`config.mk`:
```
export PLATFORM = sky130hd
export DESIGN_NAME = jt7759_fifo_flat
export DESIGN_NICKNAME = d
export VERILOG_FILES = /design/src/rtl/jt7759_fifo_if.sv /design/src/rtl/jt7759_fifo.sv /design/src/flat_wrapper.sv
export SDC_FILE = /design/constraint.sdc
export NUM_CORES = 1
export LEC_CHECK = 0
export ABC_CLOCK_PERIOD_IN_PS = 3100
export CAP_MARGIN = 5
export CORE_UTILIZATION = 45
export CTS_CLUSTER_SIZE = 28
export DETAILED_ROUTE_END_ITERATION = 10
export GPL_TIMING_DRIVEN = 0
export PLACE_DENSITY = 0.73
export SYNTH_ARGS = -nofsm -noshare
export SYNTH_HDL_FRONTEND = slang
export SYNTH_SLANG_ARGS = --single-unit
```
`constraint.sdc`:
```
create_clock -name clk -period 3.1 [get_ports clk]
set_input_delay 0.62 -clock clk [delete_from_list [all_inputs] [get_ports clk]]
set_output_delay 0.62 -clock clk [all_outputs]
set_load 0.05 [all_outputs]
```
`src/rtl/jt7759_fifo_if.sv`:
```
// Bus bundle for the jt7759 data-input stage: control-FSM fetch port, ROM port and host write port.
// The slave modport is the FIFO's own view; master is the view of whatever drives it.
interface jt7759_fifo_if #(
    parameter int unsigned DW = 8,
    parameter int unsigned AW = 17
);
    logic          ctrl_cs;
    logic [AW-1:0] ctrl_addr;
    logic [DW-1:0] ctrl_din;
    logic          ctrl_ok;

    logic          rom_cs;
    logic [AW-1:0] rom_addr;
    logic [DW-1:0] rom_data;
    logic          rom_ok;

    logic          cs;
    logic          wrn;
    logic [DW-1:0] din;
    logic          drqn;

    modport slave (
        input  ctrl_cs, ctrl_addr,
        output ctrl_din, ctrl_ok,
        output rom_cs, rom_addr,
        input  rom_data, rom_ok,
        input  cs, wrn, din,
        output drqn
    );

    modport master (
        output ctrl_cs, ctrl_addr,
        input  ctrl_din, ctrl_ok,
        input  rom_cs, rom_addr,
        output rom_data, rom_ok,
        output cs, wrn, din,
        input  drqn
    );
endinterface

```
`src/rtl/jt7759_fifo.sv`:
```
// jt7759 data-input stage: ROM pass-through in master mode, DEPTH-entry host FIFO in slave mode
// with DRQ low-water mark and hold-off, occupancy output and sticky overflow.
module jt7759_fifo #(
    parameter int unsigned DW      = 8,
    parameter int unsigned AW      = 17,
    parameter int unsigned DEPTH   = 4,
    parameter int unsigned LOWMARK = 1,
    parameter int unsigned HOLDOFF = 3
) (
    input  logic                         rst,
    input  logic                         clk,
    input  logic                         cen4,
    input  logic                         mdn,
    input  logic                         flush,
    jt7759_fifo_if.slave                 bus,
    output logic [$clog2(DEPTH+1)-1:0]   level,
    output logic                         ovf
);
    localparam int unsigned PW = $clog2(DEPTH);
    localparam int unsigned LW = $clog2(DEPTH + 1);
    localparam int unsigned HW = $clog2(HOLDOFF + 2);

    typedef enum logic [1:0] {StIdle, StWait, StAck} state_e;

    logic [DW-1:0] mem [DEPTH];
    logic [PW-1:0] rd_ptr_q, wr_ptr_q;
    logic [LW-1:0] level_q, level_d;
    logic [HW-1:0] hold_q;
    logic          ovf_q, last_wrn_q, last_cs_q;
    state_e        state_q, state_d;
    logic          ok_q, ok_d;
    logic [DW-1:0] dout_q, dout_d;
    logic          clear, full, push_req, push, pop, ovf_set;

    // Master mode keeps the FIFO and reader parked so a return to slave mode starts clean.
    assign clear    = flush | mdn;
    assign full     = (level_q == LW'(DEPTH));
    assign push_req = ~mdn & bus.cs & ~bus.wrn & last_wrn_q;
    assign push     = push_req & ~flush & (~full | pop);
    assign ovf_set  = push_req & ~flush & full & ~pop;

    always_comb begin
        state_d = state_q;
        ok_d    = ok_q;
        dout_d  = dout_q;
        pop     = 1'b0;
        if (clear) begin
            state_d = StIdle;
            ok_d    = 1'b0;
        end else begin
            unique case (state_q)
                StIdle: if (bus.ctrl_cs && !last_cs_q) state_d = StWait;
                StWait: begin
                    if (!bus.ctrl_cs) begin
                        state_d = StIdle;
                    end else if (level_q != '0) begin
                        state_d = StAck;
                        ok_d    = 1'b1;
                        dout_d  = mem[rd_ptr_q];
                    end
                end
                StAck: begin
                    if (!bus.ctrl_cs) begin
                        state_d = StIdle;
                        ok_d    = 1'b0;
                        pop     = 1'b1;
                    end
                end
                default: state_d = StIdle;
            endcase
        end
    end

    always_comb begin
        level_d = level_q;
        if (clear) begin
            level_d = '0;
        end else if (push && !pop) begin
            level_d = level_q + LW'(1);
        end else if (pop && !push) begin
            level_d = level_q - LW'(1);
        end
    end

    always_ff @(posedge clk, posedge rst) begin
        if (rst) begin
            rd_ptr_q   <= '0;
            wr_ptr_q   <= '0;
            level_q    <= '0;
            hold_q     <= '0;
            ovf_q      <= 1'b0;
            last_wrn_q <= 1'b1;
            last_cs_q  <= 1'b0;
            state_q    <= StIdle;
            ok_q       <= 1'b0;
            dout_q     <= '0;
        end else begin
            last_wrn_q <= bus.wrn;
            last_cs_q  <= bus.ctrl_cs;
            state_q    <= state_d;
            ok_q       <= ok_d;
            dout_q     <= dout_d;
            level_q    <= level_d;
            if (clear) begin
                rd_ptr_q <= '0;
                wr_ptr_q <= '0;
            end else begin
                if (push) wr_ptr_q <= wr_ptr_q + PW'(1);
                if (pop)  rd_ptr_q <= rd_ptr_q + PW'(1);
            end
            if (flush) begin
                ovf_q <= 1'b0;
            end else if (ovf_set) begin
                ovf_q <= 1'b1;
            end
            if (push) begin
                hold_q <= HW'(HOLDOFF);
            end else if (cen4 && hold_q != '0) begin
                hold_q <= hold_q - HW'(1);
            end
        end
    end

    always_ff @(posedge clk) begin
        if (push) mem[wr_ptr_q] <= bus.din;
    end

    assign bus.rom_cs   = mdn & bus.ctrl_cs;
    assign bus.rom_addr = bus.ctrl_addr;
    assign bus.ctrl_din = mdn ? bus.rom_data : dout_q;
    assign bus.ctrl_ok  = mdn ? bus.rom_ok : ok_q;
    // A push in the current cycle masks the request so the host cannot race the level update.
    assign bus.drqn     = rst | mdn |
                          ~((level_q <= LW'(LOWMARK)) && (hold_q == '0) && !push);
    assign level        = level_q;
    assign ovf          = ovf_q;

endmodule

```
`src/flat_wrapper.sv`:
```
// flat-port wrapper written by rule: the top's interface ports become plain ports
module jt7759_fifo_flat 
#(
    parameter int unsigned DW      = 8,
    parameter int unsigned AW      = 17,
    parameter int unsigned DEPTH   = 4,
    parameter int unsigned LOWMARK = 1,
    parameter int unsigned HOLDOFF = 3
)
  (rst, clk, cen4, mdn, flush, level, ovf, bus_ctrl_cs, bus_ctrl_addr, bus_ctrl_din, bus_ctrl_ok, bus_rom_cs, bus_rom_addr, bus_rom_data, bus_rom_ok, bus_cs, bus_wrn, bus_din, bus_drqn);
  jt7759_fifo_if #(.DW(DW), .AW(AW)) bus_i ();
  input  logic rst;
  input  logic clk;
  input  logic cen4;
  input  logic mdn;
  input  logic flush;
  output logic [$clog2(DEPTH+1)-1:0] level;
  output logic ovf;
  input wire logic [$bits(bus_i.ctrl_cs)-1:0] bus_ctrl_cs;
  input wire logic [$bits(bus_i.ctrl_addr)-1:0] bus_ctrl_addr;
  output wire logic [$bits(bus_i.ctrl_din)-1:0] bus_ctrl_din;
  output wire logic [$bits(bus_i.ctrl_ok)-1:0] bus_ctrl_ok;
  output wire logic [$bits(bus_i.rom_cs)-1:0] bus_rom_cs;
  output wire logic [$bits(bus_i.rom_addr)-1:0] bus_rom_addr;
  input wire logic [$bits(bus_i.rom_data)-1:0] bus_rom_data;
  input wire logic [$bits(bus_i.rom_ok)-1:0] bus_rom_ok;
  input wire logic [$bits(bus_i.cs)-1:0] bus_cs;
  input wire logic [$bits(bus_i.wrn)-1:0] bus_wrn;
  input wire logic [$bits(bus_i.din)-1:0] bus_din;
  output wire logic [$bits(bus_i.drqn)-1:0] bus_drqn;
  assign bus_i.ctrl_cs = bus_ctrl_cs;
  assign bus_i.ctrl_addr = bus_ctrl_addr;
  assign bus_ctrl_din = bus_i.ctrl_din;
  assign bus_ctrl_ok = bus_i.ctrl_ok;
  assign bus_rom_cs = bus_i.rom_cs;
  assign bus_rom_addr = bus_i.rom_addr;
  assign bus_i.rom_data = bus_rom_data;
  assign bus_i.rom_ok = bus_rom_ok;
  assign bus_i.cs = bus_cs;
  assign bus_i.wrn = bus_wrn;
  assign bus_i.din = bus_din;
  assign bus_drqn = bus_i.drqn;
  jt7759_fifo #(.DW(DW), .AW(AW), .DEPTH(DEPTH), .LOWMARK(LOWMARK), .HOLDOFF(HOLDOFF)) u_core (.rst(rst), .clk(clk), .cen4(cen4), .mdn(mdn), .flush(flush), .bus(bus_i), .level(level), .ovf(ovf));
endmodule
```
**Yosys cells after proc, flatten, opt, wreduce, memory -nomap -nowiden**

Memory sizes are Yosys's and may differ from the RTL's. A register that Yosys moved wholly into a read port is not among the register bits.
Cells that the tools add are included.

- $lt $le $gt $ge: 1
- Mux-type cells: 29
- Equality and inequality tests: 8
- $add $sub $neg: 5
- Reduce and logical (&&, ||, !) cells: 22
- Bitwise logic cells: 19

Operator list:

| kind | count |
|---|---|
| 2-bit 2-to-1 mux | 9 |
| 3-bit 2-to-1 mux | 5 |
| 1-bit 2-to-1 mux | 12 |
| 3-bit nonzero test | 4 |
| 1-bit bitwise AND | 8 |
| 8-bit 2-to-1 mux | 1 |
| 4-bit AND reduction | 2 |
| 2-bit nonzero test | 4 |
| 1-bit inverter | 7 |
| 1-bit logical AND | 6 |
| 3-bit by 1-bit inequality test with 1-bit output, second input constant | 2 |
| 3-bit by 2-bit inequality test with 1-bit output, second input constant | 2 |
| 2-bit one-hot mux with 3 select lines | 1 |
| 3-bit by 1-bit subtractor with 3-bit output, second input constant | 2 |
| 2-bit by 1-bit adder with 2-bit output, second input constant | 2 |
| 4-bit by 2-bit inequality test with 1-bit output, second input constant | 1 |
| 1-bit bitwise OR | 4 |
| 3-bit by 1-bit adder with 3-bit output, second input constant | 1 |
| 3-bit == test, second input constant | 1 |
| 3-bit by 1-bit <= comparator with 1-bit output, second input constant | 1 |
| 1-bit zero test | 3 |
| 3-bit zero test | 1 |
| 3-bit AND reduction | 1 |
| 2-bit by 1-bit == test with 1-bit output, second input constant | 1 |
| 3 further kinds | 3 |

- Bits in registers: 16
- RAM bits: 32
- Bits of input ports: 42
- Output and inout port bits: 32
- Memories: 1

Memory list:

| memory | depth | width | rd ports | clocked after memory_dff | wr ports | RTL line | source |
|---|---|---|---|---|---|---|---|
| u_core.mem | 4 | 8 | 1 | 1 | 1 | jt7759_fifo.sv:25 | `logic [DW-1:0] mem [DEPTH];` |

**Longest topological paths before layout**

Gate-level depths: netlist of the first run.

- Depth after elaboration: 11
- Mapped depth: 10
- Gate-level depth less buffers: 9

**Worst setup path before layout of the first run**

No wires, ideal clock.

- Path kind: register -> register
- Start: register u_core.level_q[0] (netlist: u_core.level[0])
- End: register u_core.level_q[2] (netlist: u_core.level[2])
- Cell stages (with the launch flop): 8
- Path slack: 0.686 ns
- Data arrival time: 2.336 ns
- Setup time: 0.078 ns
- Required time: 3.022 ns
- Path buffers: 1
- Path through: dfrtp_1 -> inv_1 -> ha_1 -> a311oi_2 -> buf_2 -> ha_1 -> or3_1 -> a21oi_1

- Longest elaborated chain between the ends: 7
- Elaborated cells on any way between the ends: 13
- Those cells by class: add/sub: 2; eq/ne: 1; mux: 3; bitwise: 3; reduce/logical: 4

Ends and longest elaborated chain:

| what | RTL line | source |
|---|---|---|
| start, declared | jt7759_fifo.sv:27 | `logic [LW-1:0] level_q, level_d;` |
| start signal, assigned | jt7759_fifo.sv:103 | `level_q <= level_d;` |
| 3-bit == test | jt7759_fifo.sv:37 | `assign full = (level_q == LW'(DEPTH));` |
| 1-bit inverter | jt7759_fifo.sv:39 | `assign push = push_req & ~flush & (~full \| pop);` |
| 1-bit bitwise OR | jt7759_fifo.sv:39 |  |
| 1-bit bitwise AND | jt7759_fifo.sv:39 |  |
| 1-bit logical AND / 1-bit zero test (equally long branches) | jt7759_fifo.sv:78, jt7759_fifo.sv:80 |  |
| 3-bit 2-to-1 mux / 1-bit logical AND (equally long branches) | jt7759_fifo.sv:78, jt7759_fifo.sv:80 |  |
| 3-bit 2-to-1 mux / 3-bit nonzero test (equally long branches) | n/a |  |

Parallel ways exist; a longest one is shown, timed or not. The select of a mux whose other input is x is not followed.
A chain may end at the register's enable or synchronous reset.

**Worst setup path in the final report of the first run**

- Start: input port mdn
- End: output port bus_rom_cs

- Longest elaborated chain between the ends: 1

Ends and longest elaborated chain:

| what | RTL line | source |
|---|---|---|
| start, declared | flat_wrapper.sv:15 | `input logic mdn;` |
| 1-bit bitwise AND | jt7759_fifo.sv:128 | `assign bus.rom_cs = mdn & bus.ctrl_cs;` |
| end, declared | flat_wrapper.sv:23 | `output wire logic [$bits(bus_i.rom_cs)-1:0] bus_rom_cs;` |

Every way passes these cells.

==> flow_summary.toml, run 1 <==
[logic_synthesis]
ys_async_sr_fraction = 0.429
syn_area_um2 = 2720
ys_types = 39
synth-seq-cells = 56
yosys_warnings = 0
yosysSeqAreaShare = 0.574
avgSynthCellArea_um2 = 14.2
syn-instance-count = 192
syn_nets = 249
synth_edf_count = 32
synth_ff_type = "edfxtp_1"

[pwr]
p_per_area_nw_per_um2 = 433
irDropWorstVdd_mv = 0.246
power_leakage_nw = 1.39

[global_routing]
grt-ovfl-total = 0
grt_pass1_wl_um = 7540
track_usage = 0.160
first_global_vias = 1607
antenna_found_initial = 0
grt_max_degree = 20

[placed_design]
port_buffers = 56
placed_cell_area_um2 = 3370
gp_congestion = 0.730
dp_slack_ps = -529
hpwl_um = 3290
dpl.cell_count = 320

[sta]
skew_ps = 7.00
final-hold-violation-count = 0
final.setup.tns_ps = 0
drv_slew = 0
period_needed_ps = 3010
worstMarginPinSlew_ps = 587
fin_crit_sh = 0.969
fmax_mhz = 333
slew_headroom = 0.606
worst_slack_ps = 94.6
setup_viol = 0
rsz0062_at_grt = "false"

[setup_path]
path_class = "in2out"
cp.required_ps = 2480
crit_slowest_cell = "clkdlybuf4s50_1"
end_kind = "primary output"
cp-start-kind = "input pin"
max_stage_delay_ps = 790
crit_family = "buffers and inverters"
crit_fanout = 10
critPathBufInv = 3
cpMostUsedCell = "clkdlybuf4s50_1"
crit_path_cell_trace = "clkdlybuf4s50_1 > buf_2 > and2_1 > clkdlybuf4s50_1"
critPathArrivalTime_ps = 2390

[cts]
clock_tree.buffer_depth = 2
cts_num_sinks = 56
numCtsBuffers = 5
cts_max_level = 2
cts_tree = "done"
path_clk_slew_ps = 100
post_cts.repair.setup_buffers = 0
ctsHoldBuffers = 0
clock_latency_ps = 310
cts_root_buf = "clkbuf_8"

[cells_and_area]
syn2layout_area_growth_pct = 27.2
final_util = 0.610
stdcell_area_um2 = 3460
nets = 313
layout_commonest_cell = "clkdlybuf4s50_1"
final_cell_mix = "clkdlybuf4s50_1, edfxtp_1, dfrtp_1"
drive_above_1_share = 0.245
diodes = 0
finalNonFillerCells = 329

[floorplanning]
dieArea_um2 = 6370
core_area_um2 = 5680
ios = 74
dieWidth_um = 79.8
initial_core_util = 0.480
die_y_um = 79.8
std_cell_rows = 27

[route]
routedWlPerCell_um = 14.1
drt-total-wl_um = 4620
vias = 1635
drtPass1Iterations = 6
viasPerCell = 4.97
antenna_left = 0
drtIter0Drc = 59
drc_errors = 0

[run]
max-cap-violations = 0

[min_path]
hold_class = "reg2reg"

[outcome]
status = "completed"
[sequential cells by signal (all words and copies together), names as in the netlist]
signal / cells
u_core.dout_q: 8
u_core.last_cs_q: 1
u_core.hold_q: 3
u_core.state_q: 2
u_core.wr_ptr_q: 2
u_core.mem: 32
u_core.ok_q: 1
u_core.last_wrn_q: 1
u_core.level: 3
u_core.ovf: 1
u_core.rd_ptr_q: 2
[per-stage QoR]
stage / hold WS, ps / power (mW)
after global placement: 485 / 1.11
after global routing: 541 / 1.58
final: 515 / 1.50
after detailed placement: 494 / 1.11
after CTS: 519 / 1.52
after floorplan: 475 / 1.02
[cell usage after synthesis (2+ instances only)]
cell,instances,area share
mux4_2,8,0.066
buf_2,2,0.0037
or2_2,2,0.0046
and2_1,5,0.011
o31ai_1,2,0.0055
nand2b_1,4,0.0092
ha_1,15,0.069
nor2b_1,2,0.0046
o21ai_0,3,0.0055
nor2_1,11,0.015
mux2_2,17,0.070
edfxtp_1,32,0.35
clkbuf_1,2,0.0028
xnor2_1,3,0.0096
inv_1,12,0.017
dfrtp_1,23,0.21
nand2_1,5,0.0069
xor2_1,3,0.0096
a21oi_1,4,0.0073
buf_4,17,0.047
mux2i_1,2,0.0073
[cells by family after synthesis]
logic type	synth area share
flip-flops	0.574
adder cells (fa/ha/maj)	0.0689
buffers and inverters	0.0753
AO/OA/AOI/OAI	0.0423
multiplexers	0.144
AND/OR/NAND/NOR	0.0767
XOR/XNOR	0.0193
[where the power goes]
part	switching, mW	total, mW	internal (mW)
logic	0.144	0.261	0.117
clock network	0.248	0.414	0.166
registers	0.0129	0.827	0.814
[layer usage]
| layer | share of wire | global-route usage | vias to the layer above | wire, um |
|---|---|---|---|---|
| met5 | 0 | 0 | - | 0 |
| met4 | 0.0099 | 0.0589 | 0 | 46 |
| met3 | 0.065 | 0.0320 | 4 | 300 |
| met2 | 0.47 | 0.261 | 63 | 2180 |
| met1 | 0.45 | 0.211 | 767 | 2100 |
| li1 | - | - | 801 | - |
[path summary, 6_finish.rpt]
| path | slack (ps) | depth (start not counted) | from | endpoint |
|---|---|---|---|---|
| worst min register to register | 520 | 1 | u_core.dout_q[4] | u_core.dout_q[4] |
| max in group asynchronous | 2010 | 2 | rst | u_core.hold_q[0] |
| min in group asynchronous | 680 | 2 | rst | u_core.ok_q |
| worst max-delay path | 90 | 4 | mdn | bus_rom_cs |
| worst max register to register | 650 | 8 | u_core.state_q[0] | u_core.level[2] |
| worst min-delay path | 520 | 1 | u_core.dout_q[4] | u_core.dout_q[4] |
[final cells by class]
class / count / area (um^2)
Tap cell: 72 / 90.1
Clock inverter: 3 / 27.5
Multi-Input combinational cell: 101 / 956
Fill cell: 444 / 2210
Buffer: 23 / 161
Timing Repair inverter: 1 / 5.00
Inverter: 12 / 48.8
Sequential cell: 56 / 1560
Clock buffer: 5 / 68.8
Timing Repair Buffer: 56 / 544
[timing repair]
action / CTS / global route
endpoints found under the setup margin: 11 / 1
cloned: 1 / 0
gates resized for setup: 12 / 2
Power figures use the tool's default switching activity.
==> run 2: changes to the inputs <==
CORE_ASPECT_RATIO = 0.5   (was not set)
==> flow_summary.toml, run 2 (same netlist as run 1, synthesis figures left out) <==
[cells_and_area]
nets = 313
regMostFlops = "u_core.mem"
syn2layout_area_growth_pct = 29.3
drive_above_1_share = 0.241
diodes = 0
largest_reg_flops = 32
final_util = 0.622
largestRegisters = "u_core.mem: 32 flops, u_core.dout_q: 8 flops"
finalNonFillerCells = 330
layout_commonest_cell = "clkdlybuf4s50_1"
final_cell_mix = "clkdlybuf4s50_1, edfxtp_1, dfrtp_1"
stdcell_area_um2 = 3520

[min_path]
hold_class = "reg2reg"
hold_start = "u_core.dout_q[4]"
hold_depth = 1
min_to = "u_core.dout_q[4]"

[cts]
cts_num_sinks = 56
numCtsBuffers = 5
path_clk_slew_ps = 70
cts_tree = "done"
clock_tree.buffer_depth = 2
cts_root_buf = "clkbuf_16"
clock_latency_ps = 300
cts_max_level = 2

[placed_design]
port_buffers = 56
hpwl_um = 3510
gp_congestion = 0.711
placed_cell_area_um2 = 3380
dpl.cell_count = 321

[floorplanning]
dieArea_um2 = 6390
ios = 74
die_y_um = 57.0
initial_core_util = 0.481
dieWidth_um = 112
std_cell_rows = 19
core_area_um2 = 5660

[sta]
slew_headroom = 0.573
rsz0062_at_grt = "false"
drv_slew = 0
skew_ps = 9.41
fin_crit_sh = 0.982
setup_viol = 0
final-hold-violation-count = 0
worstMarginPinSlew_ps = 637
fmax_mhz = 328
final.setup.tns_ps = 0
period_needed_ps = 3050

[setup_path]
reg2reg_from = "u_core.state_q[0]"
crit_path_cell_trace = "clkdlybuf4s50_1 > or2_2 > a311oi_2 > or2_2 > clkdlybuf4s15_1"
cp.required_ps = 2480
crit_slowest_cell = "clkdlybuf4s15_1"
end_kind = "primary output"
max_stage_delay_ps = 490
path_class = "in2out"
critPathBufInv = 2
cp-start-kind = "input pin"
critPathArrivalTime_ps = 2430
reg2reg_to = "u_core.level[2]"
cpMostUsedCell = "or2_2"
crit_fanout = 4
crit_family = "buffers and inverters"
worst_r2r_path_depth = 8
ff2ff_setup_slack_ps = 650

[route]
routedWlPerCell_um = 15.2
antenna_left = 0
viasPerCell = 5.11
drtIter0Drc = 96
drtPass1Iterations = 9
drt-total-wl_um = 5020
vias = 1687
drc_errors = 8

[global_routing]
grt-ovfl-total = 0
track_usage = 0.171
grt_max_degree = 19
antenna_found_initial = 0
grt_pass1_wl_um = 8140
first_global_vias = 1703

[outcome]
violations = "design-rule violations"
status = "finished with violations"

[pwr]
irDropWorstVdd_mv = 0.256
p_per_area_nw_per_um2 = 473
p_total_mw = 1.67
power_leakage_nw = 1.42

[run]
max-cap-violations = 0
-- run 2: changes by cell type in the layout (fill, tap and decap cells not counted) --
cell	change
clkinv_2	+1
clkbuf_2	-1
clkinv_4	-1
inv_6	+1
clkbuf_16	+5
clkbuf_8	-5
clkdlybuf4s15_1	+1
inv_8	-1
-- run 2: worst register-to-register path, cell delays in order (launching register included) --
cell,delay [ps]
dfrtp_1,400
inv_1,110
ha_1,290
nand2b_1,100
a311oi_2,390
buf_2,270
ha_1,310
or3_1,360
a21oi_1,140
-- run 2: where the power goes --
group	internal (mW)	switching [mW]
sequential	0.814	0.0139
combinational	0.120	0.151
clock	0.301	0.267
-- run 2: area by class of cell --
cell class	instances	area (um^2)
repair inverters	1	5.00
plain buffers	23	161
well taps	73	91.3
clock inverters	3	21.3
fillers	441	2140
repair buffers	56	549
inverters	12	48.8
flip-flops and latches	56	1560
multi-input cells	101	956
clock buffers	5	125
-- run 2: worst max path at each step --
stage          depth (start not counted)  slack (ps)         endpoint             from
4_1_cts                                5          10         bus_drqn              mdn
5_1_grt                                5         0.5         bus_drqn              mdn
3_5_place_dp                           5        -530         bus_drqn              rst
6_report                               5          50         bus_drqn              mdn
3_3_place_gp                           5        -520         bus_drqn              rst
2_1_floorplan                          7         690  u_core.level[2]  u_core.level[0]
-- run 2: timing repair --
action | 4_1_cts | 5_1_grt
gates resized for setup | 12 | 1
endpoints found under the hold margin | 0 | 0
setup buffers | 0 | 0
endpoints found under the setup margin | 11 | 1
hold buffers | 0 | 0
cloned | 1 | 0
-- run 2: routing by layer --
metal | global-route usage | part of all wire
met4 | 0.0686 | 0.016
met2 | 0.304 | 0.49
met3 | 0.0351 | 0.062
met5 | 0 | 0
met1 | 0.211 | 0.43
-- run 2: through the flow --
stage	worst slack (ps)	hold WS (ps)
finish	54.7	510
CTS	13.1	513
floorplan	686	475
global placement	-522	488
global route	0.542	525
detailed placement	-534	495
==> run 3: changes to the inputs <==
CAP_MARGIN = 10   (was 5)
CORE_MARGIN = 2   (was not set)
==> flow_summary.toml, run 3 (same netlist as run 1, synthesis figures left out) <==
[outcome]
status = "completed"

[global_routing]
grt_pass1_wl_um = 8280
grt_max_degree = 20
antenna_found_initial = 0
first_global_vias = 1742
track_usage = 0.167
grt-ovfl-total = 0

[cts]
cts_tree = "done"
post_cts.repair.setup_buffers = 0
path_clk_slew_ps = 80
ctsHoldBuffers = 0
clock_latency_ps = 300
cts_root_buf = "clkbuf_16"
cts_max_level = 2
clock_tree.buffer_depth = 2
cts_num_sinks = 56
numCtsBuffers = 5

[route]
drtPass1Iterations = 4
routedWlPerCell_um = 15.6
viasPerCell = 5.08
drc_errors = 0
drtIter0Drc = 49
drt-total-wl_um = 5150
vias = 1676
antenna_left = 0

[min_path]
hold_class = "reg2reg"

[cells_and_area]
nets = 313
largest_reg_flops = 32
largestRegisters = "u_core.mem: 32 flops, u_core.dout_q: 8 flops"
final_cell_mix = "clkdlybuf4s50_1, edfxtp_1, dfrtp_1"
nFillCells = 437
regMostFlops = "u_core.mem"
drive_above_1_share = 0.241
diodes = 0
stdcell_area_um2 = 3530
layout_commonest_cell = "clkdlybuf4s50_1"
final_util = 0.623
syn2layout_area_growth_pct = 29.5

[sta]
final.setup.tns_ps = 0
setup_viol = 0
fin_crit_sh = 0.977
skew_ps = 5.76
slew_headroom = 0.562
drv_slew = 0
hold_slack_ps = 508
final-hold-violation-count = 0
worstMarginPinSlew_ps = 654
rsz0062_at_grt = "false"
period_needed_ps = 3030
fmax_mhz = 330

[pwr]
power_leakage_nw = 1.42
p_switching_uw = 437
clkPwrFrac = 0.347
swShare = 0.261
p_per_area_nw_per_um2 = 475
p_total_mw = 1.68
p_seq_frac = 0.493
p_int_mw = 1.24
p_comb_frac = 0.160
irDropWorstVdd_mv = 0.253

[floorplanning]
std_cell_rows = 19
core_area_um2 = 5660
initial_core_util = 0.481
die_y_um = 59.0
dieArea_um2 = 6730
dieWidth_um = 114
ios = 74

[placed_design]
port_buffers = 56
hpwl_um = 3650
gp_congestion = 0.717
placed_cell_area_um2 = 3380

[setup_path]
cp-start-kind = "input pin"
critPathArrivalTime_ps = 2410
critPathBufInv = 3
end_kind = "primary output"
crit_family = "buffers and inverters"
crit_path_cell_trace = "clkdlybuf4s50_1 > buf_6 > nand2b_1 > a311oi_2 > or2_2 > clkdlybuf4s15_1"
max_stage_delay_ps = 480
crit_fanout = 10
path_class = "in2out"
cp.required_ps = 2480
crit_slowest_cell = "clkdlybuf4s15_1"

[run]
max-cap-violations = 0
[run 3: per-layer routing]
layer  global-route usage  vias up  wire (um)
li1                     -      798          -
met4               0.0575        0         68
met3               0.0368        7        262
met1                0.203      822       2250
met2                0.304       49       2570
met5                    0        -          0
[run 3: power groups by stage]
| stage | logic [mW] | registers, mW | clock network [mW] |
|---|---|---|---|
| after CTS | 0.271 | 0.826 | 0.590 |
| after detailed placement | 0.273 | 0.842 | 0 |
| final | 0.268 | 0.826 | 0.583 |
| after floorplan | 0.182 | 0.841 | 0 |
| after global routing | 0.291 | 0.830 | 0.626 |
| after global placement | 0.265 | 0.841 | 0 |
[run 3: final cells by class]
type                       count  area, um^2  share of cell area
buffer                        23         161              0.0458
tap                           73        91.3              0.0259
clock buffer                   5         125              0.0355
multi-input combinational    101         956               0.271
sequential                    56        1560               0.443
inverter                      12        48.8              0.0138
timing repair buffer          56         549               0.156
timing repair inverter         1        5.00             0.00142
clock inverter                 3        27.5             0.00780
[run 3: through the flow]
stage | setup slack [ps] | cells
global route | 8.60 | 330
finish | 71.2 | 330
CTS | 37.9 | 330
floorplan | 686 | 192
global placement | -548 | 321
detailed placement | -551 | 321
[run 3: worst paths after layout]
check | depth (start not counted) | slack [ps] | endpoint | start
min | 1 | 510 | u_core.dout_q[0] | u_core.dout_q[0]
min reg2reg | 1 | 510 | u_core.dout_q[0] | u_core.dout_q[0]
max | 6 | 70 | bus_drqn | bus_ctrl_cs
max in group asynchronous | 2 | 1930 | u_core.dout_q[1] | rst
max reg2reg | 8 | 670 | u_core.level[2] | u_core.state_q[0]
min in group asynchronous | 2 | 730 | u_core.rd_ptr_q[0] | rst
[run 3: timing repair]
action	4_1_cts	5_1_grt
cloned	1	0
resized for setup	12	1
pin swaps	0	0
endpoints found under the setup margin	11	1
[run 3: worst reg2reg max path, stage by stage (launching register included)]
cell	delay, ps
dfrtp_1	410
inv_1	110
ha_1	270
nand2b_1	100
a311oi_2	370
buf_2	280
ha_1	320
or3_1	360
a21oi_1	140
